<file path="config.mk">
export PLATFORM = sky130hd
export DESIGN_NAME = fetch_unit
export DESIGN_NICKNAME = d
export VERILOG_FILES = /design/src/rtl/fetch_pkg.sv /design/src/rtl/fetch_fifo.sv /design/src/rtl/fetch_unit.sv
export SDC_FILE = /design/constraint.sdc
export NUM_CORES = 1
export LEC_CHECK = 0
export BUFFER_PORTS_ARGS = -buffer_cell sky130_fd_sc_hd__buf_2
export CAP_MARGIN = 20
export CORE_MARGIN = 2
export CORE_UTILIZATION = 54
export DETAILED_ROUTE_END_ITERATION = 10
export PLACE_DENSITY = 0.81
export SETUP_SLACK_MARGIN = 0.1
export SKIP_CTS_REPAIR_TIMING = 1
export SLEW_MARGIN = 10
export SYNTH_ARGS = -nofsm -noshare
export SYNTH_HDL_FRONTEND = slang
export SYNTH_HIERARCHICAL = 1
export SYNTH_SLANG_ARGS = --single-unit
</file>
<file path="constraint.sdc">
create_clock -name clk -period 9.1 [get_ports clk]
set_input_delay 0.455 -clock clk [delete_from_list [all_inputs] [get_ports clk]]
set_output_delay 0.455 -clock clk [all_outputs]
set_load 0.03 [all_outputs]
</file>
<file path="src/rtl/fetch_pkg.sv">
// Shared widths, alignment helpers and the buffered fetch entry type
// used by the fetch unit and its instruction buffer.
package fetch_pkg;

    localparam int INSTR_W = 32;
    localparam int ADDR_W  = 32;
    localparam logic [ADDR_W-1:0] PC_STEP    = 32'd4;
    localparam logic [ADDR_W-1:0] ALIGN_MASK = 32'hFFFF_FFFC;

    typedef struct packed {
        logic [ADDR_W-1:0]  pc;
        logic [INSTR_W-1:0] instr;
    } fetch_entry_t;

    function automatic logic [ADDR_W-1:0] align_pc(input logic [ADDR_W-1:0] addr);
        return addr & ALIGN_MASK;
    endfunction

endpackage

</file>
<file path="src/rtl/fetch_fifo.sv">
// Small synchronous instruction buffer with flush; the head entry is
// presented combinationally and reads as zero while the buffer is empty.
module fetch_fifo
    import fetch_pkg::*;
#(
    parameter int DEPTH = 2
) (
    input  logic                       clk,
    input  logic                       rst,
    input  logic                       flush_i,
    input  logic                       push_i,
    input  fetch_entry_t               push_data_i,
    input  logic                       pop_i,
    output fetch_entry_t               head_o,
    output logic                       full_o,
    output logic                       empty_o,
    output logic [$clog2(DEPTH+1)-1:0] count_o
);

    localparam int PTR_W = (DEPTH > 1) ? $clog2(DEPTH) : 1;
    localparam int CNT_W = $clog2(DEPTH + 1);

    fetch_entry_t     mem_q [DEPTH];
    logic [PTR_W-1:0] wr_ptr_q, wr_ptr_d;
    logic [PTR_W-1:0] rd_ptr_q, rd_ptr_d;
    logic [CNT_W-1:0] count_q, count_d;
    logic             do_push;
    logic             do_pop;

    assign full_o  = (count_q == CNT_W'(DEPTH));
    assign empty_o = (count_q == '0);
    assign count_o = count_q;
    assign head_o  = empty_o ? '0 : mem_q[rd_ptr_q];

    // A pop frees a slot in the same edge, so a full buffer can still accept.
    assign do_pop  = pop_i && !empty_o;
    assign do_push = push_i && (!full_o || do_pop);

    always_comb begin
        wr_ptr_d = wr_ptr_q;
        rd_ptr_d = rd_ptr_q;
        count_d  = count_q;
        if (flush_i) begin
            wr_ptr_d = '0;
            rd_ptr_d = '0;
            count_d  = '0;
        end else begin
            if (do_push) wr_ptr_d = wr_ptr_q + 1'b1;
            if (do_pop)  rd_ptr_d = rd_ptr_q + 1'b1;
            count_d = count_q + CNT_W'(do_push) - CNT_W'(do_pop);
        end
    end

    always_ff @(posedge clk or posedge rst) begin
        if (rst) begin
            wr_ptr_q <= '0;
            rd_ptr_q <= '0;
            count_q  <= '0;
        end else begin
            wr_ptr_q <= wr_ptr_d;
            rd_ptr_q <= rd_ptr_d;
            count_q  <= count_d;
        end
    end

    for (genvar gi = 0; gi < DEPTH; gi++) begin : g_entry
        always_ff @(posedge clk) begin
            if (!flush_i && do_push && (wr_ptr_q == PTR_W'(gi))) begin
                mem_q[gi] <= push_data_i;
            end
        end
    end

endmodule

</file>
<file path="src/rtl/fetch_unit.sv">
// Instruction fetch front end: owns the fetch PC, captures same-cycle ROM
// data into a small buffer and serves decode; redirects flush and retarget.
module fetch_unit
    import fetch_pkg::*;
#(
    parameter logic [31:0] RESET_PC = 32'h0000_0000,
    parameter int          DEPTH    = 2
) (
    input  logic                clk,
    input  logic                rst,
    input  logic                fetch_en,
    output logic [ADDR_W-1:0]   imem_addr,
    input  logic [INSTR_W-1:0]  imem_data,
    input  logic                redirect_valid,
    input  logic [ADDR_W-1:0]   redirect_pc,
    output logic                out_valid,
    input  logic                out_ready,
    output logic [INSTR_W-1:0]  out_instr,
    output logic [ADDR_W-1:0]   out_pc
);

    localparam int CNT_W = $clog2(DEPTH + 1);

    logic [ADDR_W-1:0] pc_q, pc_d;
    logic              fifo_full;
    logic              fifo_empty;
    logic [CNT_W-1:0]  fifo_count;
    logic              pop;
    logic              push;
    fetch_entry_t      head;
    fetch_entry_t      new_entry;

    assign pop       = !fifo_empty && out_ready;
    // Redirect wins over fetching: the word at the old PC is never buffered.
    assign push      = fetch_en && !redirect_valid && (!fifo_full || pop);
    assign new_entry = '{pc: pc_q, instr: imem_data};

    assign imem_addr = pc_q;
    assign out_valid = (fifo_count != '0);
    assign out_instr = head.instr;
    assign out_pc    = head.pc;

    always_comb begin
        pc_d = pc_q;
        if (redirect_valid) begin
            pc_d = align_pc(redirect_pc);
        end else if (push) begin
            pc_d = pc_q + PC_STEP;
        end
    end

    always_ff @(posedge clk or posedge rst) begin
        if (rst) begin
            pc_q <= align_pc(RESET_PC);
        end else begin
            pc_q <= pc_d;
        end
    end

    fetch_fifo #(
        .DEPTH(DEPTH)
    ) u_fifo (
        .clk        (clk),
        .rst        (rst),
        .flush_i    (redirect_valid),
        .push_i     (push),
        .push_data_i(new_entry),
        .pop_i      (pop),
        .head_o     (head),
        .full_o     (fifo_full),
        .empty_o    (fifo_empty),
        .count_o    (fifo_count)
    );

endmodule

</file>
==> metrics list, run 1 <==
- The run finished with clean final reports.
* Reg-to-Reg End: u_fifo/mem_q[1][22]
- Of the total synthesized cell area, the portion taken by XOR and XNOR cells is 0.01124.
- Counting cells, the worst reg-to-reg path comes to 8.
* Buffer levels on the longest clock path: 2
- The pre-antenna-repair detailed-routing pass consisted of 5 iterations.
* Hold path depth: 1
- Maximum clock skew at final layout: about 11 ps
- The worst register-to-register path begins at u_fifo/count_o[1].
- Sequential element share of the synthesized area: 0.6695
- Worst voltage drop across the vdd grid: around 0.097 mV
- Port buffering added roughly 160 buffers.
- Classification of the worst setup path: reg -> reg
* Post-synthesis instance total: roughly 530
- Endpoint, Worst Hold: u_fifo/mem_q[1][31]
- Area fraction in compound gates after synthesis: 0.06138
- STA classifies the critical path endpoint as a flip-flop.
- In the final routed layout, each cell accounts on average for roughly 17 µm.
- After detailed placement, the total cell area comes to between 0.007 and 0.008 mm².
* Global-route total usage across every layer: 0.2126
- Post-Syn Area: 0.007012 mm²
- Distinct cell type count after synthesis: between 50 and 60
* Area of the core region: approximately 0.013 mm²
- The path class of the tightest hold or removal check is in -> reg.
- Clock tree synthesis found a total of between 150 and 200 sinks.
- Min Tclk post-route: between 3000 and 4000 ps
* Remaining routing DRC violations: 0
* Register bit total from synthesis: about 160
* Crit-path max FO: 50
- After the first detailed-routing iteration, the DRC count stood at 401.
- Setup repair after global routing missed its margin: no
- Post-synthesis to final-layout area growth: 21.02%
* Arr. time, crit path: 3400 ps
- WP data required: 9140 ps
- The tree is rooted in a clkbuf_16.
- Die Y: about 120 µm
- Arithmetic-cell share of the synthesized area counting full adders, half adders and majority gates: 0.003569
- Entering global routing, the biggest net connects 66 pins.
- The design draws between 1.5 and 2 mW.
- The worst setup path is launched from a flip-flop.
* Die area: around 0.014 mm²
* CTS clk-pin slew, worst paths: 60 ps
* Maximum operating frequency: slightly below 300 MHz
- Of the total synthesized cell area, the portion taken by AND, OR, NAND and NOR gates is 0.1256.
- Setup tns final: 0 ps
- For this run the aggregate overflow at the end of global routing stands at 0.
* Layout fillers: 950
- For this run, the share of the core covered by cells in the final layout is 0.6697.
- The number of antenna diodes in the final layout is 0.
- At the pin with the least slew margin, the transition time is around 1100 ps.
- Hold Fails Final Rpt: 0
* Via count: 4,867
- The average instance in the mapped netlist occupies 13.28 µm².
- Crit share post-route: 0.3703
* Pwr/cell area: 210.3 mW/mm²
- Skew-Pair Late Insertion Delay: a little over 400 ps
- GP Congestion: around 0.8
- Via count of the first global-routing pass: ~4,700
* Via density: ~5.5
- Internal reg-to-reg setup slack: roughly 5700 ps
- The most used flip-flop cell after synthesis is edfxtp_1.
- In this run the most critical hold path is launched from imem_data[31].
- Asr flop ratio synth: 0.2099
- Initial antenna violation count: 0
- HPWL after detailed placement: between 9000 and 10,000 µm
- The Yosys step of the flow raised 6 warnings.
- Die extent in x: 118.0 µm
- Number of buffers created by CTS: 17
* First-pass GRT wire length: 23,200 µm
* Effective utilization at floorplan: 0.5534
- The clock tree synthesis step divided the H-tree into 4 levels.
* Ports: roughly 170
- Headroom to the max-slew limit came out at 0.2905.
- Share of cells above drive strength 1: 0.2993
* Final nets: about 760
- After routing the design area is around 0.0085 mm².
* Final hold slack: roughly 230 ps
- In this run the core area contains 41 standard-cell rows.
* Number of nets still failing antenna checks after routing: 0
* Mux cell area share after synthesis: 0.09654
* Setup crit start: u_fifo/count_o[1]
- Yosys mapped a number of flops with a built-in enable equal to roughly 130.
- Number of pins with negative max-slew slack in the final report: 0
* Dominant combinational cell family by area after synthesis: simple AND/OR/NAND/NOR gates
- Max-Cap Viols: 0
- Wires add up to around 15,000 µm.
- Clock tree from TritonCTS: done
- Leakage power summed over all cells: roughly 3.2 nW
- Finish-stage setup viols: 0
## flip-flops by register name, indices dropped and copies added (netlist names)
name	cells
imem_addr	30
u_fifo/count_o	2
u_fifo/rd_ptr_q	1
u_fifo/mem_q	128
u_fifo/wr_ptr_q	1
## layer usage
metal  share of wire  routed length (µm)  track usage
met5               0                   0            0
met4          0.0087                 127      0.06702
met2            0.49                7202       0.3565
met1            0.43                6241       0.2793
met3           0.073                1069      0.04457
## cell usage in the layout, fill, tap and decap left out, types with 3 or more instances in the layout
cell	count
nor4_1	3
nor2b_1	3
o21ai_1	3
nand4_1	12
xnor2_1	8
o31ai_1	10
clkinv_2	7
clkbuf_1	4
nand2_1	22
nor2_1	89
mux2i_1	65
nand2b_1	3
or4_1	13
nand3_1	11
edfxtp_1	128
buf_4	5
a2111oi_0	3
o211ai_1	3
or3_1	3
nor3_1	3
o21ai_0	15
dfrtp_1	33
inv_1	11
clkbuf_16	17
and3_1	3
buf_2	161
conb_1	6
a31oi_1	16
a211oi_1	4
and2_1	3
## stage by stage
step / cells / setup WS (ps)
after floorplan: 533 / 2170
after global placement: 842 / 5052
after detailed placement: 842 / 4960
after CTS: 874 / 5297
after global routing: 877 / 5503
final: 877 / 5730
## cell families after synthesis
kind of cell               count (synthesis)
AOI/OAI and AO/OA                         65
buffers and inverters                     40
DFF                                      162
muxes                                     67
xor gates and xnor gates                   9
other                                      1
adders and majority gates                  2
and+or+nand+nor                          182
## synth_stat cells (4+ instances only)
cell type,n,area share
edfxtp_1,128,0.55
nor2_1,90,0.048
mux2i_1,65,0.093
dfrtp_1,34,0.12
nand2_1,22,0.012
a31oi_1,16,0.014
o21ai_0,15,0.011
or4_1,13,0.014
nand4_1,12,0.011
clkbuf_1,11,0.0059
inv_1,11,0.0059
nand3_1,11,0.0079
o31ai_1,10,0.011
xnor2_1,8,0.010
buf_4,7,0.0075
buf_2,6,0.0043
buf_6,5,0.0080
a211oi_1,4,0.0043
nor3_1,4,0.0029
## power breakdown
part	total (mW)	internal, mW	leakage (nW)	switching, mW
sequential	0.878	0.838	1.56	0.0402
combinational	0.299	0.0894	1.42	0.210
clock	0.607	0.345	0.254	0.262
## worst max-delay path, cell delays in order, from the launching register on
cell	delay, ps
dfrtp_1	500
nor2_4	70
nand2b_1	320
a21boi_0	450
and2_1	280
o21ai_2	120
nor3b_2	420
buf_6	230
buf_4	550
## how the worst max path moves through the flow
stage | endpoint | slack, ps | cells past startpoint
global route | u_fifo/mem_q[1][62] | 5500 | 8
global placement | u_fifo/mem_q[1][61] | 5050 | 6
floorplan | u_fifo/mem_q[1][0] | 2170 | 8
finish | u_fifo/mem_q[1][22] | 5730 | 8
detailed placement | u_fifo/mem_q[1][60] | 4960 | 6
CTS | u_fifo/mem_q[1][62] | 5300 | 7
## cell type report
class | count | area [µm²] | area share
Clock buffer | 21 | 440.4 | 0.05190
Tap cell | 172 | 215.2 | 0.02536
Timing Repair Buffer | 169 | 892.1 | 0.1051
Inverter | 11 | 41.29 | 0.004866
Sequential cell | 162 | 4698 | 0.5537
Clock inverter | 11 | 66.31 | 0.007815
Multi-Input combinational cell | 331 | 2132 | 0.2513
Power figures use the tool's default switching activity.
==> run 2, diff against run 1 <==
ABC_AREA = 1   (was not set)
CORE_UTILIZATION = 49   (was 54)
PLACE_DENSITY = 0.77   (was 0.81)
clock period = 3 ns   (was 9.1 ns; I/O delays follow)
==> metrics list, run 2 <==
- The flow ran to the end, and the final reports show no timing, DRC or antenna violations.
* Number of placement rows: 45
- Maximum operating frequency: 416.7 MHz
* Post-synthesis instance total: approximately 740
* Arr. time, crit path: approximately 2300 ps
- Measured against its own limit, the worst slew margin works out to 0.3056.
- Number of detailed-route iterations in the first pass: 6
* Worst setup timing slack at the placement stage: a little over 700 ps
* Cell-internal power: roughly 4.1 mW
- Of the total power, the clock network draws 0.353.
- After synthesis, the most frequently instantiated cells are nand2_1 (275), edfxtp_1 (128), nand3_1 (55).
* Cell types with the largest area share after synthesis: edfxtp_1 (51%), nand2_1 (14%), dfrtp_1 (11%)
- In the final timing run, aggregate negative setup slack is 0 ps.
* Yosys warning total: 6
- The top cell types in the final layout, fill and taps aside, are nand2_1 (274), buf_2 (161), edfxtp_1 (128).
- Via count: 5,869
- Counting instances, the worst hold path has a depth of 3.
- Via density: ~5
- In this run the power spent charging and discharging nets is 1.719 mW.
* Grt ovf: 0
- WP data required: 2850 ps
* Share of cells above drive strength 1: 0.2924
- Worst voltage drop across the vdd grid: 0.3778 mV
* CTS clk-pin slew, worst paths: around 60 ps
- The register with the most flip-flops in the layout has 128 of them.
- Worst-Margin Slew: roughly 1000 ps
* Maximum clock skew at final layout: approximately 10 ps
- Die Y: between 100 and 150 µm
* Port bufs: between 150 and 200
* Sort of element at the start of the critical path: flip-flop
- Type of the most critical hold path: in -> reg
- Buffer levels on the longest clock path: 2
- Compared with the post-synthesis result, the final layout area differs by 26.27%.
- Sequential element share of the synthesized area: 0.6210
- Global-route total usage across every layer: 0.2151
- The number of antenna violations at the first check in global routing is 0.
- Launch instance of the worst min-delay path: redirect_pc[3]
- Via count of the first global-routing pass: between 5,000 and 6,000
* Syn Area/Cell: about 10 µm²
- The number of antenna diodes in the final layout is 0.
- Effective utilization at floorplan: 0.4991
- Die extent in x: ~130 µm
- The H-tree generated during clock tree synthesis spans 4 levels.
* Worst path setup slack after routing: 600.3 ps
- The number of clock buffers added by TritonCTS is 17.
- Crit-path max FO: 64
- Pwr/cell area: 613.7 mW/mm²
- The worst register-to-register path begins at u_fifo/count_o[1].
- GP Congestion: 0.8402
* Skew-Pair Late Insertion Delay: 420 ps
- Number of nets still failing antenna checks after routing: 0
* Maximum number of pins on one net before global-route repair: 66
- Register bit total from synthesis: ~160
* Ports: 166
- Summed over all nets, the half-perimeter wirelength after detailed placement is 11,230 µm.
- Across the run, the number of max-cap violations was 0.
- Type of destination of the critical path: output port
* Area leader, netlist: edfxtp_1
- After detailed routing, the average wire length per cell comes to between 15 and 20 µm.
- Layout fillers: 1,212
- Crit share post-route: 0.7999
- The worst hold path terminates at imem_addr[3].
* Most frequent standard cell in the layout excluding fill and tap cells: nand2_1
- Reg-to-Reg End: u_fifo/mem_q[1][53]
- In this run the cell area of the synthesized design comes to between 0.007 and 0.008 mm².
- The design draws roughly 5.9 mW.
- Number of pins with negative max-slew slack in the final report: 0
- Remaining routing DRC violations: 0
* Leakage power summed over all cells: ~4.0 nW
- Final wirelength: between 15,000 and 20,000 µm
- Across all hold checks on the routed design, the worst slack comes to about 1.3 ps.
- Finish-stage setup viols: 0
* Clock root buffer: clkbuf_16
- Internal reg-to-reg setup slack: about 710 ps
- Distinct cell type count after synthesis: 32
* Asr flop ratio synth: 0.2099
- Ys flop type: edfxtp_1
- The core region is approximately 0.015 mm².
- Counting flops with a built-in enable in the synthesized netlist gives between 100 and 150.
- Most numerous cell in the Yosys netlist: nand2_1
- Min Tclk post-route: about 2400 ps
- Relative contribution of sequential cells to total power: 0.459
* Area share of the largest cell type after synthesis: 0.5084
* Starting DRC count in detailed routing: between 400 and 500
- Hold Fails Final Rpt: 0
- TritonCTS built the clock tree.
- The first global-routing pass estimated about 27,000 µm of wire.
- Share of power burned in combinational logic: 0.188
- Of the total power, the share spent switching nets is 0.2934.
- Reg2reg path depth: 10
* Die area: about 0.016 mm²
- Setup repair after global routing left no endpoint under its margin.
- Classification of the worst setup path: reg -> out
* Final nets: about 1,000
- TritonCTS Sinks: 162
* Register bank with the most flops: u_fifo/mem_q
[run 2: power by group through the flow]
stage | logic (mW) | clock network [mW] | registers [mW]
after floorplan | 0.727 | 0 | 2.79
after global routing | 1.19 | 2.21 | 2.70
final | 1.10 | 2.07 | 2.69
after CTS | 1.06 | 2.09 | 2.69
after detailed placement | 1.05 | 0 | 2.73
after global placement | 1.04 | 0 | 2.72
[run 2: worst max-delay path by stage]
stage	to	slack (ps)	startpoint
floorplan	u_fifo/mem_q[1][0]	-290	u_fifo/count_o[1]
global placement	u_fifo/mem_q[1][36]	770	u_fifo/count_o[1]
detailed placement	u_fifo/mem_q[1][36]	720	u_fifo/count_o[1]
CTS	out_pc[25]	560	u_fifo/count_o[1]
global route	out_instr[3]	460	u_fifo/count_o[1]
finish	out_instr[3]	600	u_fifo/count_o[1]
[run 2: per-layer routing]
| metal | GRT usage | routed length [µm] |
|---|---|---|
| met5 | 0 | 0 |
| met4 | 0.07304 | 322 |
| met3 | 0.05342 | 1105 |
| met2 | 0.3686 | 9098 |
| met1 | 0.2668 | 7355 |
[run 2: final cells by class]
| class | count | area, µm² | share of cell area |
|---|---|---|---|
| clock inverters | 3 | 17.52 | 0.001835 |
| repair buffers | 220 | 1396 | 0.1463 |
| inverters | 51 | 197.7 | 0.02071 |
| multi-input cells | 496 | 2449 | 0.2565 |
| flip-flops and latches | 162 | 4696 | 0.4919 |
| clock buffers | 29 | 554.3 | 0.05807 |
| well taps | 188 | 235.2 | 0.02464 |
[run 2: logic make-up (layout without fill, tap and decap cells)]
logic type	count (synthesis)	in the layout	share of synthesized area
and+or+nand+nor	392	392	0.2200
DFF	162	162	0.6210
other	1	6	0.0004960
AOI/OAI and AO/OA	91	91	0.08888
xor gates and xnor gates	5	5	0.005793
adders and majority gates	2	2	0.003310
buffers and inverters	82	303	0.06058
[run 2: metrics by stage]
step | std cells | util | instance area [µm²]
after global placement | 1068 | 0.5601 | 8483
after floorplan | 740 | - | 7625
after CTS | 1100 | 0.5979 | 9055
final | 1149 | 0.6302 | 9545
after global routing | 1149 | 0.6302 | 9545
after detailed placement | 1068 | 0.5601 | 8483
[run 2: critical path, cell delays in order, from the launching register on]
cell and delay, ps:
dfrtp_1 410, inv_2 110, nand2_4 70, inv_4 60, buf_4 770, a21oi_1 110, buf_2 230
==> run 3, diff against run 2 <==
ABC_AREA = 0   (was 1)
PLACE_DENSITY = 0.78   (was 0.77)
clock period = 2 ns   (was 3 ns; I/O delays follow)
==> metrics list, run 3 (synthesis results as in run 1) <==
* Register bank with the most flops: u_fifo/mem_q
- Crit path max-delay cell type: dfrtp_2
- After the last flow step, the layout net total stands at approximately 900.
* Classification of the worst setup path: reg -> reg
* Worst-Margin Slew: about 730 ps
* Total buffers and inverters traversed by the critical path: 2
- Most frequent cells in the layout: buf_2 (161), edfxtp_1 (128), nor2_1 (88)
- Skew-Pair Late Insertion Delay: between 400 and 500 ps
* Port bufs: ~160
- The number of antenna violations at the first check in global routing is 0.
- The number of antenna diodes in the final layout is 0.
- Switching share of power: 0.2745
* Number of detailed-route iterations in the first pass: 5
* Setup repair after global routing missed its margin: yes
- GP Congestion: between 0.8 and 0.9
* CTS clk-pin slew, worst paths: 50 ps
- In this run the number of H-tree levels came out at 4.
- Summed over all layers, the routed wires come to 18,150 µm.
* Number of placement rows: 43
- Via count: about 5,500
- The core region is about 0.014 mm².
- The die covers around 0.015 mm².
- Of the total power, the clock network draws 0.354.
* Number of pins with negative max-slew slack in the final report: 0
* Number of buffers created by CTS: 17
* Average detailed-routed wire length per instance: roughly 18 µm
* TritonCTS Sinks: roughly 160
- Share of cells above drive strength 1: 0.3765
* Via count of the first global-routing pass: around 5,000
- Of all nets on the critical path, the largest fanout is 13.
- Leakage power summed over all cells: between 3 and 4 nW
- Layout fillers: a little over 900
- CP top delay family: simple AND/OR/NAND/NOR gates
- The worst setup path is launched from a flip-flop.
- Die extent in x: between 100 and 150 µm
- Global-route total usage across every layer: 0.2121
- Cell internal power was estimated by the tool at 6.422 mW.
- For this run, the number of standard cells in the final layout without fillers is 1,014.
- Setup violations remaining at the end of the flow were counted as 60.
- In this run the tightest slew margin relative to its limit is 0.5091.
- In this run the worst hold path is classified as in -> reg.
- Max-Cap Viols: 0
- Maximum number of pins on one net before global-route repair: 66
* Clock root buffer: clkbuf_16
* Relative contribution of sequential cells to total power: 0.445
- Across the VDD grid, the largest voltage drop is between 0.5 and 0.6 mV.
* Remaining routing DRC violations: 0
- The first global-routing pass estimated about 24,000 µm of wire.
* Hold Fails Final Rpt: 0
- Ports: between 150 and 200
* Placed Instance Area: 0.008366 mm²
- Final hold slack: about 17 ps
- Based on the critical path, the design can be clocked at up to a little under 500 MHz.
- In this run, the number of DRC markers left after iteration 0 of detailed routing was roughly 530.
- With fillers left out, the area of the finished cells amounts to 0.01008 mm².
* Arr. time, crit path: between 2000 and 2500 ps
- Crit share post-route: 1.020
- Die Y: ~120 µm
- The register with the most flip-flops in the layout has around 130 of them.
- Failing checks: negative setup slack
- # placed instances: a little under 900
- The longest clock path from root to sink contains 2 buffers.
- Number of nets still failing antenna checks after routing: 0
* Pwr/cell area: around 900 mW/mm²
- TritonCTS built the clock tree.
- Power after layout: approximately 8.9 mW
- The initial utilization of the core area, before any placement, comes to 0.5032.
* Via density: 5.470
- Post-synthesis to final-layout area growth: 43.83%
- Min Tclk post-route: 2040 ps
- Switch Pwr: around 2.4 mW
* Most frequent standard cell in the layout excluding fill and tap cells: buf_2
- Maximum cell stage delay along the critical path: 450 ps
* WP data required: about 2100 ps
* Cell-by-cell trace of the critical path: nor2_4 -> nand2b_4 -> a21boi_4 -> and2_4 -> o21ai_4 -> nor3b_4 -> buf_6 -> clkbuf_16
- Outcome: complete, but fails checks
- Worst path setup slack after routing: -40.16 ps
* Maximum clock skew at final layout: around 9.8 ps
* Grt ovf: 0
- Share of power burned in combinational logic: 0.201
- The wire-length estimate of the detail-placed layout is 10,840 µm.
- Worst setup timing slack at the placement stage: -98.85 ps
* Type of destination of the critical path: flip-flop
[run 3: changes by cell type in the layout (fill, tap and decap cells not counted), moves of 37 or more]
cell / before / now
buf_4: 8 / 45
nor2_1: 31 / 88
a21oi_2: 50 / 1
nand3_1: 55 / 11
nand2_1: 274 / 22
mux2i_1: 0 / 65
[run 3: path summary, 6_finish.rpt]
| kind | start | to | slack [ps] | cells past startpoint |
|---|---|---|---|---|
| min in group asynchronous | rst | u_fifo/count_o[0] | 140 | 3 |
| setup reg to reg | u_fifo/count_o[1] | u_fifo/mem_q[1][59] | -40 | 8 |
| hold reg to reg | imem_addr[2] | u_fifo/mem_q[1][34] | 550 | 0 |
| max in group asynchronous | rst | imem_addr[18] | 1340 | 4 |
| setup / recovery | u_fifo/count_o[1] | u_fifo/mem_q[1][59] | -40 | 8 |
| hold / removal | redirect_pc[28] | imem_addr[28] | 20 | 4 |
[run 3: final cells by class]
| cell class | instances | area [µm²] | share of cell area |
|---|---|---|---|
| sequential | 162 | 4720 | 0.4680 |
| multi-input combinational | 331 | 2282 | 0.2263 |
| clock inverter | 7 | 110.1 | 0.01092 |
| tap | 180 | 225.2 | 0.02233 |
| clock buffer | 25 | 455.4 | 0.04516 |
| inverter | 11 | 43.79 | 0.004342 |
| timing repair buffer | 298 | 2248 | 0.2230 |
[run 3: per-layer routing]
metal | vias to the layer above | track usage | wire length, µm
li1 | 2552 | - | -
met1 | 2706 | 0.2694 | 7495
met2 | 263 | 0.3486 | 9156
met3 | 26 | 0.05266 | 1236
met4 | 0 | 0.08949 | 259
met5 | - | 0 | 0
[run 3: power groups by stage]
stage                     clock network (mW)  registers [mW]  logic [mW]
after floorplan                            0            4.12       0.891
after global routing                    3.33            3.95        1.90
after detailed placement                   0            4.00        1.55
after global placement                     0            3.99        1.52
after CTS                               3.18            3.93        1.56
final                                   3.13            3.94        1.78
[run 3: tightest hold or removal path: cells and delay by family]
kind / cells / cell delay, ps
and+or+nand+nor: 2 / 150
buffers and inverters: 1 / 70
AOI/OAI and AO/OA: 1 / 60
[run 3: stage by stage]
step	TNS (ps)	utilization
floorplan	-171740	-
global placement	-50.51	0.6003
detailed placement	-4261	0.6003
CTS	-9510	0.6409
global route	-5023	0.7237
finish	-1830	0.7237
